## src/rtl/pipeline_ctrl_pkg.sv

```systemverilog
// Shared types and defaults for the pipeline hazard/stall control slice.
package pipeline_ctrl_pkg;

  typedef enum logic [0:0] {
    RUN      = 1'b0,
    MEM_WAIT = 1'b1
  } seq_state_e;

  localparam int CNT_W_DEFAULT        = 32;
  localparam int MAX_MEM_WAIT_DEFAULT = 15;

endpackage

```

## src/rtl/sat_counter.sv

```systemverilog
// Up-counter with synchronous clear that sticks at all-ones instead of wrapping.
module sat_counter #(
  parameter int W = 32
) (
  input  logic         clk,
  input  logic         clear,
  input  logic         en,
  output logic [W-1:0] count
);

  function automatic logic [W-1:0] sat_inc(input logic [W-1:0] v);
    return (v == {W{1'b1}}) ? v : v + W'(1);
  endfunction

  always_ff @(posedge clk) begin
    if (clear) begin
      count <= '0;
    end else if (en) begin
      count <= sat_inc(count);
    end
  end

endmodule

```

## src/rtl/hazard_sequencer.sv

```systemverilog
// Stage-control sequencer for a 5-stage pipeline: memory-wait stalls with timeout,
// redirect flushes, load-use bubbles, and stall/flush performance counters.
module hazard_sequencer
  import pipeline_ctrl_pkg::*;
#(
  parameter int CNT_W        = CNT_W_DEFAULT,
  parameter int MAX_MEM_WAIT = MAX_MEM_WAIT_DEFAULT
) (
  input  logic             clk,
  input  logic             reset,
  input  logic [4:0]       id_rs1,
  input  logic [4:0]       id_rs2,
  input  logic             id_uses_rs1,
  input  logic             id_uses_rs2,
  input  logic [4:0]       ex_rd,
  input  logic             ex_mem_read,
  input  logic             ex_redirect,
  input  logic             mem_access,
  input  logic             mem_ready,
  output logic             pc_write,
  output logic             if_id_write,
  output logic             if_id_flush,
  output logic             id_ex_flush,
  output logic             pipe_hold,
  output logic [CNT_W-1:0] stall_count,
  output logic [CNT_W-1:0] flush_count,
  output logic             mem_timeout
);

  localparam int WAIT_W = $clog2(MAX_MEM_WAIT + 1);

  seq_state_e        state_q;
  logic [WAIT_W-1:0] wait_cnt_q;
  logic [WAIT_W-1:0] wait_nxt;
  logic              release_q;
  logic              mem_wait;
  logic              load_use;
  logic              timeout_hit;
  logic              redirect_go;
  logic              stall_inc;
  logic              flush_inc;

  // release_q lets a timed-out access through for one cycle so MEM can drain.
  assign mem_wait = mem_access && !mem_ready && !release_q;

  assign load_use = ex_mem_read && (ex_rd != 5'd0) &&
                    ((id_uses_rs1 && (id_rs1 == ex_rd)) ||
                     (id_uses_rs2 && (id_rs2 == ex_rd)));

  always_comb begin
    wait_nxt    = (state_q == MEM_WAIT) ? wait_cnt_q + WAIT_W'(1) : WAIT_W'(1);
    timeout_hit = mem_wait && (wait_nxt == WAIT_W'(MAX_MEM_WAIT));
  end

  always_comb begin
    pc_write    = 1'b1;
    if_id_write = 1'b1;
    if_id_flush = 1'b0;
    id_ex_flush = 1'b0;
    pipe_hold   = 1'b0;
    redirect_go = 1'b0;
    if (reset) begin
      pc_write    = 1'b0;
      if_id_write = 1'b0;
      if_id_flush = 1'b1;
      id_ex_flush = 1'b1;
    end else if (mem_wait) begin
      pc_write    = 1'b0;
      if_id_write = 1'b0;
      pipe_hold   = 1'b1;
    end else if (ex_redirect) begin
      if_id_flush = 1'b1;
      id_ex_flush = 1'b1;
      redirect_go = 1'b1;
    end else if (load_use) begin
      pc_write    = 1'b0;
      if_id_write = 1'b0;
      id_ex_flush = 1'b1;
    end
  end

  assign stall_inc = !reset && !pc_write;
  assign flush_inc = redirect_go;

  always_ff @(posedge clk) begin
    if (reset) begin
      state_q     <= RUN;
      wait_cnt_q  <= '0;
      release_q   <= 1'b0;
      mem_timeout <= 1'b0;
    end else begin
      release_q <= 1'b0;
      if (timeout_hit) begin
        state_q     <= RUN;
        wait_cnt_q  <= '0;
        release_q   <= 1'b1;
        mem_timeout <= 1'b1;
      end else if (mem_wait) begin
        state_q    <= MEM_WAIT;
        wait_cnt_q <= wait_nxt;
      end else begin
        state_q    <= RUN;
        wait_cnt_q <= '0;
      end
    end
  end

  sat_counter #(.W(CNT_W)) u_stall_cnt (
    .clk   (clk),
    .clear (reset),
    .en    (stall_inc),
    .count (stall_count)
  );

  sat_counter #(.W(CNT_W)) u_flush_cnt (
    .clk   (clk),
    .clear (reset),
    .en    (flush_inc),
    .count (flush_count)
  );

endmodule
```

## config.mk

```make
export PLATFORM = sky130hd
export DESIGN_NAME = hazard_sequencer
export DESIGN_NICKNAME = d
export VERILOG_FILES = /design/src/rtl/pipeline_ctrl_pkg.sv /design/src/rtl/sat_counter.sv /design/src/rtl/hazard_sequencer.sv
export SDC_FILE = /design/constraint.sdc
export NUM_CORES = 1
export LEC_CHECK = 0
export CAP_MARGIN = 20
export CORE_AREA = 4 4 97 99
export DETAILED_ROUTE_END_ITERATION = 10
export DIE_AREA = 0 0 101 103
export DONT_BUFFER_PORTS = 1
export PLACE_DENSITY = 0.72
export SYNTH_ARGS = -nofsm -noshare
export SYNTH_HDL_FRONTEND = slang
export SYNTH_SLANG_ARGS = --single-unit
```

## constraint.sdc

```tcl
create_clock -name clk -period 2.07 [get_ports clk]
set_input_delay 0.3105 -clock clk [delete_from_list [all_inputs] [get_ports clk]]
set_output_delay 0.3105 -clock clk [all_outputs]
set_load 0.005 [all_outputs]
```

==> Word level (Yosys, flattened, before mapping) <==
Index checks and enable logic that the tools add are counted.
{ "op_classes": {"add_sub_neg": 3, "n_eq_ne": 5, "mux": 16, "bitwise_logic": 3, "n_reduce_logical": 18} }
{ "ops": {"columns": ["operator", "n"], "rows": [
  ["adder 32 x 1 -> 32 bit, second input constant", 2],
  ["equality test 32 bit, second input constant", 2],
  ["two-way mux 1 bit", 15],
  ["equality test 5 bit", 2],
  ["logical AND 1 bit", 8],
  ["nonzero test 5 bit", 1],
  ["adder 4 x 1 -> 4 bit, second input constant", 1],
  ["equality test 4 bit, second input constant", 1],
  ["logical NOT 1 bit", 4],
  ["two-way mux 4 bit", 1],
  ["AND reduction 2 bit", 2],
  ["NOT 1 bit", 3],
  ["OR reduction 3 bit", 1],
  ["OR reduction 2 bit", 1],
  ["logical OR 1 bit", 1]
]} }
{ "word_totals": {"ff_bits": 71, "input_bits": 23, "out_inout_bits": 70, "wordCells": 51} }

==> Logic depth before layout (Yosys ltp) <==
{ "depth": {"word_depth": 11, "mapped_depth": 10, "mapped_depth_nobuf": 7} }

==> Modules after synthesis <==
A second synthesis with hierarchy kept.
{ "unflattened": {"hier_cells": 433, "area_unflattened_um2": 3917.5} }
{ "by_module_without_submodules": {"columns": ["module", "instances", "cells_each", "area_per_inst_um2", "seq_area_each_um2"], "rows": [
  ["sat_counter", 2, 191, 1721.7, 640.6],
  ["hazard_sequencer", 1, 51, 474.2, 140.1]
]} }

==> Worst setup path before layout <==
OpenSTA, ideal clock, no wires.
{ "synth_path": {"kind": "input to register", "startpoint": "input port mem_ready", "endpoint": "register u_stall_cnt.count[15]", "setup_ns": 0.123, "arrival_time_ns": 1.914, "required_time_ns": 1.947, "path_slack_ns": 0.033, "cell_stages": 9, "path_buffers": 2, "path_cell_list": "or3b_1 buf_6 a21oi_4 inv_2 nor3_2 a21oi_1 buf_6 nor3_1 mux2_1"} }
{ "synth_between": {"elab_chain_cells": 8} }
{ "synth_rtl": {"columns": ["element", "line_no", "rtl"], "rows": [
  ["start: declaration", "hazard_sequencer.sv:19", "input logic mem_ready,"],
  ["logical NOT 1 bit", "hazard_sequencer.sv:44", "assign mem_wait = mem_access && !mem_ready && !release_q;"],
  ["logical AND 1 bit (2 in a row)", "hazard_sequencer.sv:44", null],
  ["two-way mux 1 bit", "hazard_sequencer.sv:67", "end else if (mem_wait) begin"],
  ["two-way mux 1 bit", "hazard_sequencer.sv:62", "if (reset) begin"],
  ["logical NOT 1 bit", "hazard_sequencer.sv:82", "assign stall_inc = !reset && !pc_write;"],
  ["logical AND 1 bit", "hazard_sequencer.sv:82", null],
  ["AND reduction 2 bit (no line)", null, null],
  ["end signal: assignment", "sat_counter.sv:19", "count <= sat_inc(count);"],
  ["end: declaration", "sat_counter.sv:8", "output logic [W-1:0] count"]
]} }
Every way passes these cells.
A chain may end at the register's enable or synchronous reset.

==> Worst setup path after layout <==
{ "layout_path": {"startpoint": "register u_stall_cnt.count[6]", "endpoint": "register u_stall_cnt.count[26]"} }
{ "layout_between": {"elab_chain_cells": 3, "word_cells_on_any_way": 4, "cone_classes": "1 x add/sub; 1 x eq/ne; 1 x bitwise; 1 x reduce/logical"} }
{ "layout_rtl": {"columns": ["element"], "rows": [
  ["parallel branches: the longest is 3 deep, another holds adder 32 x 1 -> 32 bit"]
]} }
Several ways; the timed one is not identified.

==> metrics.txt <==
WHS=roughly 0.03 ns; VDD IR max=0.3346 mV; Routed WL=9642 µm; power per cell area=604.1 nW/µm²; H-tree levels=3; DRT met1 WL=3940 µm; Clock power frac=0.456; # diodes=0; area leader, netlist=dfxtp_1; top sig layer=met4; RePlAce Congestion=0.8715; largest net degree at the start of global routing=70; DIE HEIGHT=103 µm; Filler Cell Count=between 800 and 900; Synth top area share=0.3792; CTS Buffer Depth=2; max-slew violations=0; num ports=93; CTS tree=yes; P&R area growth vs syn=19.66%; FF+latch count, synth=71; first-pass GRT wire length=15800 µm; Post-synth ARST share=0; Overflow after GRT=0; final net count=between 500 and 600; Net Sw Frac=0.2154; layout cells sized above 1=0.2065; Die Wd=around 100 µm; Worst Setup Start Kind=register; Mapped Area=3749 µm²; Synth area leaders=dfxtp_1, xnor2_1, nor2_1, nand2_1, nor4_1; fin crit period=1.972 ns; crit path max fanout=5; Final Power=0.002710 W; standard-cell rows=34; CTS sink count=71; Post-Syn Area per Cell=8.443 µm²; Via Count=approximately 3500; met2 WL=4883 µm; Fin. Hold Viols=0; Synth warnings=0; Final Worst Setup Slack=~0.098 ns; Root Driver=clkbuf_8; crit path DAT=about 2.2 ns; Post-Syn Nets=470; vias in the first global route=3365; Setup TNS=0 ns; met3 wire length=668 µm; worst-margin pin slew=0.4329 ns; CTS Buf Count=9; utilization after layout=0.5246; 1st-pass router iterations=4; Crit. End Element=register; final setup fails=0; post-DR vias/cell=~6; Hold Crit Class=in2reg; DRC=0; clk_lat worst skew=0.35 ns; sequential area share after synthesis=0.3792; Max Clock Freq=0.5071 GHz; final worst path period share=0.9526; global router's overall resource usage=0.1865; most frequent cell after synthesis=dfxtp_1; Buffers on Ports=0; number of flops mapped to enable cells by yosys=0; Static Leak=1.504 nW; kind of critical path=reg2reg; antenna violations before repair=0; internal power=0.002126 W; Reg clk slew, reported paths=0.08 ns; Reg power frac=0.507; post-route antenna net violation count=0; Worst Skew=0.01217 ns; worst path required time=about 2.3 ns; Core Box Area=approximately 8600 µm²; slew margin rel.=0.7091; die area=10400 µm²; Distinct cells, synth=54; pre-CTS WS=-0.08101 ns; Mapped Cells=444; multi-input logic area=2255 µm²; Gate power share=0.037; max-cap violations=0; status=finished clean; Psw=0.0005837 W; Iter 0 DRT Violations=107; DR WL/cell=16.15 µm; Post-DP HPWL=around 7000 µm; Storage cell area=1421 µm²; Starting Density=0.4384; dominant synthesized flop cell=dfxtp_1; synth cell count leaders=dfxtp_1, nor2_1, nand2_1, xnor2_1, a21oi_1
==> cell usage in the layout, fill, tap and decap left out, types with 4 or more instances in the layout <==
cell type and n:
o31a_1 6, a21oi_1 23, xor2_1 4, and4_1 9
nor4_1 16, nand4_1 18, nor2_1 39, o21a_1 7
o21ai_0 21, or3_1 19, dfxtp_1 71, nor3_1 9
nand2_1 35, nor4_2 7, nand3_1 23, buf_4 52
nor2b_1 8, clkbuf_8 10, or4_1 4, and3_1 9
mux2_1 4, xnor2_1 31, inv_1 5
==> metrics by stage <==
| step | instances | cell area [µm²] |
|---|---|---|
| global placement | 577 | 4160 |
| global route | 597 | 4486 |
| CTS | 593 | 4390 |
| floorplan | 444 | 3749 |
| detailed placement | 577 | 4160 |
| finish | 597 | 4486 |
==> final cells by class <==
class	instances	area share
Multi-Input combinational cell	342	0.5026
Sequential cell	71	0.3169
Timing Repair Buffer	54	0.09596
Clock buffer	10	0.03068
Tap cell	108	0.03013
Clock inverter	6	0.01869
Inverter	6	0.005021
==> critical path, cell delays in order (launching register included) <==
cell     delay, ns
dfxtp_1       0.40
and4_1        0.29
and3_2        0.26
and3_2        0.24
nand2_1       0.13
nor4_2        0.18
mux2_2        0.36
==> final timing paths <==
path / start / end / slack, ns / cells after the start
max: u_stall_cnt.count[6] / u_stall_cnt.count[26] / 0.1 / 6
max reg2reg: u_stall_cnt.count[6] / u_stall_cnt.count[26] / 0.1 / 6
min reg2reg: mem_timeout / mem_timeout / 0.49 / 1
min: reset / u_stall_cnt.count[0] / 0.03 / 1
==> flip-flops by register name (all words and copies together) (netlist names) <==
name and cells:
release_q 1, wait_cnt_q 4, u_flush_cnt.count 32, state_q 1, mem_timeout 1, u_stall_cnt.count 32
==> cell families (layout without fill, tap and decap cells) <==
| kind of cell | count (synthesis) | after routing | share of synthesized area |
|---|---|---|---|
| and+or+nand+nor | 219 | 219 | 0.3324 |
| DFF | 71 | 71 | 0.3792 |
| AOI/OAI and AO/OA | 78 | 78 | 0.1349 |
| adders and majority gates | 3 | 3 | 0.01001 |
| buffers and inverters | 31 | 76 | 0.04072 |
| xor gates and xnor gates | 35 | 35 | 0.08177 |
| muxes | 7 | 7 | 0.02103 |
==> power by group through the flow <==
| stage | clock network [W] | registers [W] | logic, W |
|---|---|---|---|
| 2_1_floorplan | 0 | 0.00141 | 0.0000816 |
| 3_3_place_gp | 0 | 0.00141 | 0.0000952 |
| 3_5_place_dp | 0 | 0.00141 | 0.0000984 |
| 4_1_cts | 0.00126 | 0.00137 | 0.0000997 |
| 5_1_grt | 0.00132 | 0.00137 | 0.000111 |
| 6_report | 0.00124 | 0.00137 | 0.000100 |
==> timing repair <==
item / 4_1_cts / 5_1_grt
buffers inserted: 0 / 4
hold buffers: 0 / 0
pin swaps: 0 / 8
endpoints found under the setup margin: 5 / 30
gates resized for setup: 3 / 15
==> routing by layer <==
metal | GRT usage | vias to the layer above
met2 | 0.3276 | 87
met1 | 0.2093 | 1667
met3 | 0.06157 | 13
met5 | 0 | -
li1 | - | 1721
met4 | 0.07362 | 0
No activity file was read; power rests on OpenSTA's default activity.
